## config.mk

```make
export PLATFORM = sky130hd
export DESIGN_NAME = clk_div_prog
export DESIGN_NICKNAME = d
export VERILOG_FILES = /design/src/rtl/clk_div_prog.sv
export SDC_FILE = /design/constraint.sdc
export NUM_CORES = 1
export LEC_CHECK = 0
export BUFFER_PORTS_ARGS = -buffer_cell sky130_fd_sc_hd__buf_2
export CAP_MARGIN = 10
export CORE_UTILIZATION = 62
export DETAILED_ROUTE_END_ITERATION = 10
export PLACE_DENSITY_LB_ADDON = 0.1
export SLEW_MARGIN = 25
export SYNTH_ARGS = -nofsm -noshare
export SYNTH_HDL_FRONTEND = slang
export SYNTH_SLANG_ARGS = --single-unit
```

## constraint.sdc

```tcl
create_clock -name clk_in -period 7.1 [get_ports clk_in]
set_clock_uncertainty 0.1 [all_clocks]
set_input_delay 1.775 -clock clk_in [delete_from_list [all_inputs] [get_ports clk_in]]
set_output_delay 1.775 -clock clk_in [all_outputs]
set_load 0.1 [all_outputs]
```

## src/rtl/clk_div_prog.sv

```systemverilog
// -----------------------------------------------------------------------------
// clk_div_prog
//   Programmable synchronous clock divider. A single counter on clk_in
//   produces a registered divided clock (low for ceil(N/2) cycles, high for
//   floor(N/2) cycles) and a one-cycle tick on the last cycle of each period.
//
//   Optional feature macro: CLK_DIV_PROG_SYNC_LOAD_EN
//     defined   - a loaded divisor is held pending and applied at the period
//                 boundary (or at once when stopped or disabled), so clk_out
//                 never shows a truncated period.
//     undefined - div_load applies div_in on the same edge; pend is tied to 0.
//
// Parameters
//   WIDTH    width of the divisor and the counter
//   RST_DIV  divisor loaded on reset (must fit in WIDTH bits)
//
// Ports
//   clk_in    system clock, all logic on its rising edge
//   rst       synchronous active-high reset, overrides every other input
//   en        count enable
//   div_in    new divisor N
//   div_load  one-cycle strobe capturing div_in
//   clk_out   divided clock (registered)
//   tick      one-cycle pulse on the last cycle of each period (registered)
//   div_cur   divisor currently in effect
//   pend      a loaded divisor is waiting to be applied
// -----------------------------------------------------------------------------
module clk_div_prog #(
  parameter int unsigned WIDTH   = 8,
  parameter int unsigned RST_DIV = 2
) (
  input  logic             clk_in,
  input  logic             rst,
  input  logic             en,
  input  logic [WIDTH-1:0] div_in,
  input  logic             div_load,
  output logic             clk_out,
  output logic             tick,
  output logic [WIDTH-1:0] div_cur,
  output logic             pend
);

  localparam logic [WIDTH-1:0] RST_DIV_W = WIDTH'(RST_DIV);
  localparam logic [WIDTH-1:0] ONE_W     = WIDTH'(1);
  localparam logic [WIDTH-1:0] TWO_W     = WIDTH'(2);

  logic [WIDTH-1:0] cnt_q, cnt_d;
  logic [WIDTH-1:0] div_cur_q, div_cur_d;
  logic             clk_out_q, clk_out_d;
  logic             tick_q, tick_d;

  // Counting datapath for the divisor in effect.
  logic [WIDTH-1:0] n_m1;       // N-1, WIDTH bits
  logic [WIDTH:0]   half;       // (N+1)/2 in WIDTH+1 bits so N=2^WIDTH-1 fits
  logic [WIDTH-1:0] cnt_wrap;   // counter successor with wrap at N-1
  logic             at_last;    // counter sits on the last cycle of the period

  always_comb begin
    n_m1     = div_cur_q - ONE_W;
    half     = ({1'b0, div_cur_q} + (WIDTH+1)'(1)) >> 1;
    at_last  = (cnt_q == n_m1);
    cnt_wrap = at_last ? '0 : cnt_q + ONE_W;
  end

  // Next state when no divisor is applied on this edge.
  logic [WIDTH-1:0] cnt_run;
  logic             clk_run;
  logic             tick_run;

  always_comb begin
    cnt_run  = cnt_q;
    clk_run  = clk_out_q;
    tick_run = 1'b0;
    if (div_cur_q == '0) begin
      cnt_run  = '0;
      clk_run  = 1'b0;
      tick_run = 1'b0;
    end else if (div_cur_q == ONE_W) begin
      cnt_run  = '0;
      clk_run  = 1'b0;
      tick_run = en;
    end else if (en) begin
      cnt_run  = cnt_wrap;
      clk_run  = ({1'b0, cnt_wrap} >= half);
      tick_run = (cnt_wrap == n_m1);
    end
  end

`ifdef CLK_DIV_PROG_SYNC_LOAD_EN

  logic [WIDTH-1:0] div_nxt_q, div_nxt_d;
  logic             pend_q, pend_d;
  logic             apply;

  always_comb begin
    apply     = pend_q && ((en && at_last) || (div_cur_q < TWO_W) || !en);
    cnt_d     = cnt_run;
    clk_out_d = clk_run;
    tick_d    = tick_run;
    div_cur_d = div_cur_q;
    div_nxt_d = div_nxt_q;
    pend_d    = pend_q;
    if (apply) begin
      div_cur_d = div_nxt_q;
      cnt_d     = '0;
      clk_out_d = 1'b0;
      tick_d    = 1'b0;
      pend_d    = 1'b0;
    end
    // A load coinciding with an apply becomes the next pending value, while
    // the previous div_nxt is the one applied above.
    if (div_load) begin
      div_nxt_d = div_in;
      pend_d    = 1'b1;
    end
  end

  always_ff @(posedge clk_in) begin
    if (rst) begin
      div_nxt_q <= RST_DIV_W;
      pend_q    <= 1'b0;
    end else begin
      div_nxt_q <= div_nxt_d;
      pend_q    <= pend_d;
    end
  end

  assign pend = pend_q;

`else

  always_comb begin
    cnt_d     = cnt_run;
    clk_out_d = clk_run;
    tick_d    = tick_run;
    div_cur_d = div_cur_q;
    if (div_load) begin
      div_cur_d = div_in;
      cnt_d     = '0;
      clk_out_d = 1'b0;
      tick_d    = 1'b0;
    end
  end

  assign pend = 1'b0;

`endif

  always_ff @(posedge clk_in) begin
    if (rst) begin
      cnt_q     <= '0;
      div_cur_q <= RST_DIV_W;
      clk_out_q <= 1'b0;
      tick_q    <= 1'b0;
    end else begin
      cnt_q     <= cnt_d;
      div_cur_q <= div_cur_d;
      clk_out_q <= clk_out_d;
      tick_q    <= tick_d;
    end
  end

  assign clk_out = clk_out_q;
  assign tick    = tick_q;
  assign div_cur = div_cur_q;

endmodule

```

==> metrics.csv, run 1 <==
stage;metric;value;unit
logic_synthesis;avgSynthCellArea;8.03;µm²
placement;dp.final_hpwl;2860;µm
critical_path;worstRegToRegCells;13;
logic_synthesis;yosys_warnings;0;
power;p_per_area;155;mW/mm²
placement;gp_congestion;0.886;
critical_path;start_kind;flip-flop;
power;power_frac_seq;0.423;
critical_path;cp-endpoint;clk_out$_SDFFE_PP0P_;
logic_synthesis;ys.flop_type;dfxtp_1;
timing;fin_crit_sh;0.547;
placement;placed_cell_area;0.00171;mm²
floorplanning;num_rows;18;
cts;clk_latency;0.31;ns
power;swShare;0.391;
cts;tritoncts;done;
logic_synthesis;synth_nets;229;
logic_synthesis;synth.most_common_cell;nor2_1;
cts;cts_hold_buf;0;
cts;root_buffer;clkbuf_4;
logic_synthesis;synth_top_area_share;0.218;
detailed_routing;drt-met1-wl;1760;µm
final_layout;seq_area;360;µm²
logic_synthesis;ys_top_cells_by_count;23 x nor2_1, 18 x dfxtp_1, 15 x xnor2_1, 14 x xor2_1, 13 x nand2_1;
logic_synthesis;syn_inst;206;
critical_path;end_kind;flip-flop;
grt;grt_max_degree;19;
critical_path;critPathRequiredTime;7.19;ns
power;leakage;0.760;nW
critical_path;startpoint;div_cur[0]$_SDFFE_PP0P_;
detailed_routing;ant_nets;0;
final_layout;finalNetCount;240;
timing;final-setup-viol-count;0;
critical_path;r2r-end;clk_out$_SDFFE_PP0P_;
placement;portBuffers;21;
grt;grt_overflow;0;
logic_synthesis;synth.area.top_cells;dfxtp_1 22%, ha_1 8.3%, xnor2_1 7.9%;
cts;clkTransAtPathRegs;0.11;ns
grt;grt_pass1_vias;1294;
timing;worst_slew_pin_slew;0.865;ns
detailed_routing;first_iter_violations;46;
outcome;status;completed;
grt;grtUsageTotal;0.299;
detailed_routing;routed.top_layer;met4;
floorplanning;die_w;53.7;µm
logic_synthesis;synth_edf_count;0;
timing;maxSlewViolCount;0;
detailed_routing;drt_first_pass_iters;4;
logic_synthesis;synth_cell_types;48;
floorplanning;die_area;0.00288;mm²
timing;rsz0062_at_grt;false;
timing;relSlewSlack;0.419;
logic_synthesis;ys_seq_area_frac;0.218;
cts;cts_max_level;1;
power;p_sw;0.106;mW
critical_path;r2r_start;div_cur[0]$_SDFFE_PP0P_;
detailed_routing;routedWlPerCell;16.2;µm
power;intPower;0.165;mW
flow_run;drv_cap;0;
placement;numPlacedInstances;242;
detailed_routing;met3WireLength;223;µm
final_layout;drive_gt1_frac;0.153;
timing;fmax;0.258;GHz
final_layout;area_growth;5.52;%
detailed_routing;wl;3980;µm
logic_synthesis;synthArstFlopShare;0;
grt;antenna_found_initial;0;
floorplanning;io-pin-count;23;
floorplanning;die_y;53.7;µm
final_layout;multiInputGateArea;0.00119;mm²
final_layout;fillers;212;
detailed_routing;remaining_drc_errors;0;
timing;fin_tns_setup;0;ns
min_path;min_from;clk_out$_SDFFE_PP0P_;
logic_synthesis;ys_ff_latch;18;
timing;min_period;3.88;ns
power;p_comb_frac;0.325;
critical_path;critPathMaxFanout;18;
power;max-vdd-ir-drop;0.000155;V
timing;finalHoldViolCount;0;
cts;cts_resized;0;
final_layout;fin_area;0.00175;mm²
critical_path;critical_path_class;flip-flop to flip-flop;
grt;grt_pass1_wl;6140;µm
cts;numCtsBuffers;3;
critical_path;r2r_slack;3.22;ns
cts;cts_buffer_depth;2;
floorplanning;core;0.00250;mm²
cts;post_cts_buffers;0;
critical_path;arrival;3.97;ns
detailed_routing;via_per_inst;6.14;
detailed_routing;route.met2.wl;1930;µm
final_layout;diodes;0;
power;clkPwrFrac;0.251;
detailed_routing;vias;1511;
logic_synthesis;synth.largest_area_cell;dfxtp_1;
cts;clock-sinks;18;
logic_synthesis;synth_area;0.00165;mm²
final_layout;fin_cells;246;
floorplanning;start_util;0.662;
min_path;hold_class;flip-flop to flip-flop;
## critical path, stage by stage (launching register included)
cell,delay (ns)
dfxtp_1,0.57
inv_1,0.14
ha_1,0.34
o21ba_1,0.23
a221oi_2,0.27
o22ai_1,0.18
nor4_4,0.75
or2_2,0.23
ha_1,0.22
nand2b_1,0.14
a21oi_1,0.20
o22ai_1,0.12
a31oi_1,0.20
nor4_1,0.07
## layer usage
metal  up-vias  GRT usage
met5         -          0
li1        741          -
met4         0      0.110
met2        61      0.519
met1       700      0.377
met3         9     0.0311
## power by group through the flow
stage / Sequential, mW / Combinational, mW / Clock [mW]
finish: 0.115 / 0.0883 / 0.0682
global route: 0.116 / 0.0952 / 0.0717
CTS: 0.114 / 0.0876 / 0.0686
detailed placement: 0.117 / 0.0868 / 0
global placement: 0.116 / 0.0844 / 0
floorplan: 0.133 / 0.0576 / 0
## kinds of logic after synthesis
family / Yosys count / synth area share
xor+xnor: 30 / 0.163
fa+ha+maj: 11 / 0.0832
buf+inv: 20 / 0.0643
other cells: 1 / 0.00227
simple gates: 82 / 0.269
compound gates: 33 / 0.131
flops: 18 / 0.218
mux: 11 / 0.0696
## final cells by class
cell class | instances | share of cell area
clock buffer | 4 | 0.0208
inverter | 5 | 0.0108
multi-input combinational | 168 | 0.680
sequential | 18 | 0.206
tap | 30 | 0.0215
timing repair buffer | 21 | 0.0602
## through the flow
step	power, mW	utilization	hold slack (ns)	worst slack [ns]
2_1_floorplan	0.190	-	0.375	3.00
3_3_place_gp	0.201	0.684	0.381	3.47
3_5_place_dp	0.203	0.684	0.391	3.28
4_1_cts	0.271	0.698	0.411	3.27
5_1_grt	0.282	0.698	0.451	2.84
6_report	0.271	0.698	0.414	3.22
## registers in the layout (all words and copies together), names as in the netlist
register and flops:
div_cur 8, cnt_q 8, tick 1, clk_out 1
## placed cells by master (no fill, tap or decap), types with 5 or more instances in the layout
cell type,instances
nand3_1,12
nor2_1,23
nor3_1,7
buf_2,21
xor2_1,14
dfxtp_1,18
xnor2_1,15
a21oi_1,11
o21ai_0,5
nand2_1,13
ha_1,11
and3_1,6
mux2i_1,10
## worst min path at each step
stage,to,slack [ns],cells past startpoint
finish,clk_out$_SDFFE_PP0P_,0.41,2
CTS,clk_out$_SDFFE_PP0P_,0.41,2
global route,cnt_q[7]$_SDFFE_PP0P_,0.45,2
detailed placement,clk_out$_SDFFE_PP0P_,0.39,2
global placement,clk_out$_SDFFE_PP0P_,0.38,2
floorplan,cnt_q[7]$_SDFFE_PP0P_,0.38,2
No activity file was read; power rests on OpenSTA's default activity.
==> run 2, diff against run 1 <==
--- a/config.mk
+++ b/config.mk
@@ -7,7 +7,7 @@
 export LEC_CHECK = 0
 export BUFFER_PORTS_ARGS = -buffer_cell sky130_fd_sc_hd__buf_2
 export CAP_MARGIN = 10
-export CORE_UTILIZATION = 62
+export CORE_UTILIZATION = 52
 export DETAILED_ROUTE_END_ITERATION = 10
 export PLACE_DENSITY_LB_ADDON = 0.1
 export SLEW_MARGIN = 25
==> constraint.sdc (replaced) <==
create_clock -name clk_in -period 3.52 [get_ports clk_in]
set_clock_uncertainty 0.1 [all_clocks]
set_input_delay 0.88 -clock clk_in [delete_from_list [all_inputs] [get_ports clk_in]]
set_output_delay 0.88 -clock clk_in [all_outputs]
set_load 0.1 [all_outputs]
==> run 2 against run 1 <==
Fmax grew 20%; non-clock buffer count grew 2; global-route usage shrank 3.2 points; sequential power grew 100%; sequential share of layout area is essentially flat; utilization shrank 11 points; highest routed layer unchanged.
==> metrics.csv, run 2 (same netlist as run 1, synthesis figures left out) <==
stage;metric;value;unit
flow_run;drv_cap;0;
cts;clk_latency;0.32;ns
critical_path;start_kind;flip-flop;
timing;relSlewSlack;0.642;
critical_path;critPathMaxFanout;11;
timing;fin_tns_setup;0;ns
timing;rsz0062_at_grt;false;
cts;clock-sinks;18;
critical_path;arrival;3.33;ns
cts;root_buffer;clkbuf_4;
critical_path;worst_path_max_delay_cell;dfxtp_4;
floorplanning;start_util;0.546;
placement;pre_cts_ws;0.188;ns
power;max-vdd-ir-drop;0.000201;V
floorplanning;die_w;58.4;µm
detailed_routing;vias;1494;
placement;gp_congestion;0.998;
final_layout;final_cell_mix;23 x nor2_1, 21 x buf_2, 15 x xnor2_1;
placement;portBuffers;21;
cts;tritoncts;done;
floorplanning;num_rows;20;
timing;worst_slack;0.292;ns
detailed_routing;remaining_drc_errors;0;
power;leakage;0.771;nW
detailed_routing;first_iter_violations;108;
power;power;0.552;mW
timing;final-setup-viol-count;0;
floorplanning;die_y;58.4;µm
detailed_routing;drt_first_pass_iters;5;
placement;dp.final_hpwl;3070;µm
grt;grt_overflow;0;
cts;numCtsBuffers;3;
timing;finalHoldViolCount;0;
detailed_routing;via_per_inst;5.70;
critical_path;crit_chain;inv_1, ha_2, nor3b_2, and3_1, o22ai_1, nor4_4, buf_4, nor2_1, ha_1, a41oi_1, nand4b_1, a31oi_1, nor4_1;
final_layout;area_growth;8.25;%
timing;min_period;3.23;ns
cts;cts_buffer_depth;2;
floorplanning;die_area;0.00341;mm²
min_path;hold_class;flip-flop to flip-flop;
grt;grt_max_degree;13;
critical_path;critical_path_class;flip-flop to flip-flop;
final_layout;finalNetCount;242;
timing;worst_slew_pin_slew;0.533;ns
cts;clkTransAtPathRegs;0.13;ns
final_layout;drive_gt1_frac;0.183;
critical_path;end_kind;flip-flop;
critical_path;slowest_delay;0.41;ns
critical_path;critPathRequiredTime;3.63;ns
grt;grt_pass1_vias;1384;
detailed_routing;routedWlPerCell;15.6;µm
power;p_per_area;308;mW/mm²
grt;grtUsageTotal;0.267;
final_layout;final_common_cell;nor2_1;
grt;grt_pass1_wl;6780;µm
final_layout;diodes;0;
detailed_routing;ant_nets;0;
cts;cts_max_level;1;
floorplanning;core;0.00303;mm²
outcome;status;completed;
final_layout;utilization;0.591;
floorplanning;io-pin-count;23;
timing;maxSlewViolCount;0;
timing;fmax;0.310;GHz
timing;fin_crit_sh;0.917;
detailed_routing;wl;4100;µm
grt;antenna_found_initial;0;
==> run 2: area by class of cell <==
class / count / area, µm²
well taps: 44 / 55.1
flip-flops and latches: 18 / 370
multi-input cells: 168 / 1190
inverters: 5 / 18.8
repair buffers: 23 / 120
clock buffers: 4 / 36.3
fillers: 284 / 1240
==> run 2: critical path, delay by kind of cell (launching register included) <==
kind / cells / cell delay, ns
adder cells (fa/ha/maj): 2 / 0.52
AO/OA/AOI/OAI: 3 / 0.50
AND/OR/NAND/NOR: 6 / 1.23
flip-flops: 1 / 0.41
buffers and inverters: 2 / 0.37
==> run 2: final timing paths <==
kind	slack, ns	to	from	cells past startpoint
setup / recovery	0.29	clk_out$_SDFFE_PP0P_	div_cur[0]$_SDFFE_PP0P_	13
hold reg to reg	0.42	clk_out$_SDFFE_PP0P_	clk_out$_SDFFE_PP0P_	2
hold / removal	0.42	clk_out$_SDFFE_PP0P_	clk_out$_SDFFE_PP0P_	2
setup reg to reg	0.29	clk_out$_SDFFE_PP0P_	div_cur[0]$_SDFFE_PP0P_	13
==> run 2: what timing repair did <==
action	in CTS	in global routing
gates resized for setup	0	1
hold buffers	0	0
buffers inserted	0	0
endpoints found under the setup margin	0	1
==> run 2: layer usage <==
metal  part of all wire  vias to the layer above  GRT usage
met3              0.054                       12     0.0440
met4              0.025                        0      0.153
met5                  0                        -          0
met2               0.46                       60      0.415
met1               0.46                      676      0.349
li1                   -                      746          -
==> run 2: where the power goes <==
part	internal (mW)	leakage (nW)	total, mW	switching, mW
combinational	0.0611	0.602	0.181	0.119
clock	0.0633	0.0210	0.140	0.0767
sequential	0.211	0.148	0.231	0.0207
total	0.335	0.771	0.552	0.217
==> run 2: metrics by stage <==
stage / cell area [µm²] / instances / hold WS [ns]
floorplan: 1670 / 206 / 0.375
finish: 1790 / 262 / 0.421
global placement: 1750 / 258 / 0.379
CTS: 1790 / 262 / 0.425
global route: 1790 / 262 / 0.465
detailed placement: 1750 / 258 / 0.406
==> run 3, diff against run 2 <==
--- a/config.mk
+++ b/config.mk
@@ -10,6 +10,8 @@
 export CORE_UTILIZATION = 52
 export DETAILED_ROUTE_END_ITERATION = 10
 export PLACE_DENSITY_LB_ADDON = 0.1
+export RECOVER_POWER = 100
+export SETUP_SLACK_MARGIN = 0.5
 export SLEW_MARGIN = 25
 export SYNTH_ARGS = -nofsm -noshare
 export SYNTH_HDL_FRONTEND = slang
==> run 3 against run 2 <==
Design area increased by 4.8%; first-iteration DRC count decreased by 43%; utilization increased by 2.9 points; sequential power about the same; critical path type unchanged.
==> metrics.csv, run 3 (same netlist as run 1, synthesis figures left out) <==
stage;metric;value;unit
outcome;status;completed;
cts;clock-sinks;18;
detailed_routing;vias;1527;
flow_run;drv_cap;0;
timing;finalHoldViolCount;0;
cts;cts_hold_buf;0;
detailed_routing;first_iter_violations;62;
floorplanning;core;0.00303;mm²
final_layout;diodes;0;
placement;gp_congestion;0.873;
cts;tritoncts;done;
detailed_routing;remaining_drc_errors;0;
grt;grt_max_degree;15;
detailed_routing;via_per_inst;5.63;
floorplanning;start_util;0.546;
final_layout;multiInputGateArea;0.00123;mm²
placement;pre_cts_ws;0.347;ns
final_layout;fillers;288;
critical_path;critPathMaxFanout;9;
grt;grtUsageTotal;0.253;
floorplanning;io-pin-count;23;
timing;worst_slack;0.415;ns
cts;cts_max_level;1;
critical_path;critical_path_class;flip-flop to flip-flop;
placement;dp.final_hpwl;3020;µm
cts;cts_buffer_depth;2;
floorplanning;die_w;58.4;µm
cts;root_buffer;clkbuf_4;
detailed_routing;drt_first_pass_iters;4;
timing;worst_slew_pin_slew;1.18;ns
floorplanning;die_area;0.00341;mm²
cts;clkTransAtPathRegs;0.11;ns
timing;maxSlewViolCount;0;
grt;grt_pass1_wl;6530;µm
detailed_routing;wl;4180;µm
cts;clk_latency;0.31;ns
detailed_routing;routedWlPerCell;15.4;µm
timing;fmax;0.322;GHz
final_layout;drive_gt1_frac;0.185;
grt;grt_pass1_vias;1421;
timing;relSlewSlack;0.216;
timing;fin_crit_sh;0.882;
power;p_per_area;303;mW/mm²
final_layout;final_cell_mix;23 x nor2_1, 14 x xnor2_1, 14 x xor2_1;
cts;numCtsBuffers;3;
power;leakage;0.784;nW
critical_path;start_kind;flip-flop;
min_path;hold_class;flip-flop to flip-flop;
timing;fin_tns_setup;0;ns
timing;final-setup-viol-count;0;
placement;portBuffers;21;
detailed_routing;ant_nets;0;
critical_path;end_kind;flip-flop;
grt;antenna_found_initial;0;
final_layout;area_growth;13.5;%
critical_path;critPathRequiredTime;3.61;ns
timing;rsz0062_at_grt;false;
final_layout;seq_area;373;µm²
grt;grt_overflow;0;
final_layout;finalNetCount;251;
timing;min_period;3.10;ns
floorplanning;num_rows;20;
final_layout;final_common_cell;nor2_1;
critical_path;arrival;3.20;ns
power;max-vdd-ir-drop;0.000242;V
floorplanning;die_y;58.4;µm
==> run 3: cell count changes in the layout (fill, tap and decap cells not counted), sizes merged <==
| cell | delta |
|---|---|
| buf | -5 |
| clkbuf | +14 |
==> run 3: final cells by class <==
| cell class | instances | area share |
|---|---|---|
| Clock buffer | 4 | 0.0193 |
| Inverter | 5 | 0.0100 |
| Multi-Input combinational cell | 168 | 0.653 |
| Sequential cell | 18 | 0.199 |
| Tap cell | 44 | 0.0293 |
| Timing Repair Buffer | 32 | 0.0893 |
==> run 3: worst paths after layout <==
check                           slack, ns               startpoint  cells past startpoint                    end
worst max register to register       0.42  div_cur[1]$_SDFFE_PP1P_                     14   clk_out$_SDFFE_PP0P_
worst max-delay path                 0.42  div_cur[1]$_SDFFE_PP1P_                     14   clk_out$_SDFFE_PP0P_
worst min register to register       0.44    cnt_q[7]$_SDFFE_PP0P_                      2  cnt_q[7]$_SDFFE_PP0P_
worst min-delay path                 0.44    cnt_q[7]$_SDFFE_PP0P_                      2  cnt_q[7]$_SDFFE_PP0P_
==> run 3: timing repair <==
item                       in CTS  in global routing
pin swaps                       1                  2
setup buffers                   2                  8
resized for setup               0                  7
setup endpoints to repair       1                  1
==> run 3: metal layers <==
layer	track usage	share of wire	vias up
met3	0.0308	0.032	7
met5	0	0	-
met1	0.318	0.45	721
met2	0.445	0.50	38
li1	-	-	761
met4	0.0918	0.017	0
==> run 3: where the power goes <==
| group | switching (mW) | total, mW | internal (mW) |
|---|---|---|---|
| Sequential | 0.0208 | 0.232 | 0.211 |
| Clock | 0.0761 | 0.139 | 0.0633 |
| Combinational | 0.127 | 0.198 | 0.0714 |
==> run 3: through the flow <==
stage | power, mW | cells | util | hold slack (ns) | instance area (µm²)
2_1_floorplan | 0.392 | 206 | - | 0.375 | 1700
3_3_place_gp | 0.416 | 257 | 0.583 | 0.397 | 1770
3_5_place_dp | 0.420 | 257 | 0.583 | 0.401 | 1770
4_1_cts | 0.557 | 263 | 0.600 | 0.419 | 1820
5_1_grt | 0.596 | 271 | 0.620 | 0.455 | 1880
6_report | 0.569 | 271 | 0.620 | 0.437 | 1880
==> run 3: critical path, cell delays in order (launching register included) <==
cell      delay (ns)
dfxtp_4         0.40
inv_1           0.08
ha_1            0.28
nor3b_4         0.20
and3_1          0.21
o22ai_1         0.33
nor4_4          0.08
buf_6           0.15
or2_2           0.27
ha_1            0.30
nand2b_4        0.14
a21oi_2         0.13
nand2_1         0.07
a31oi_1         0.20
nor4_2          0.05
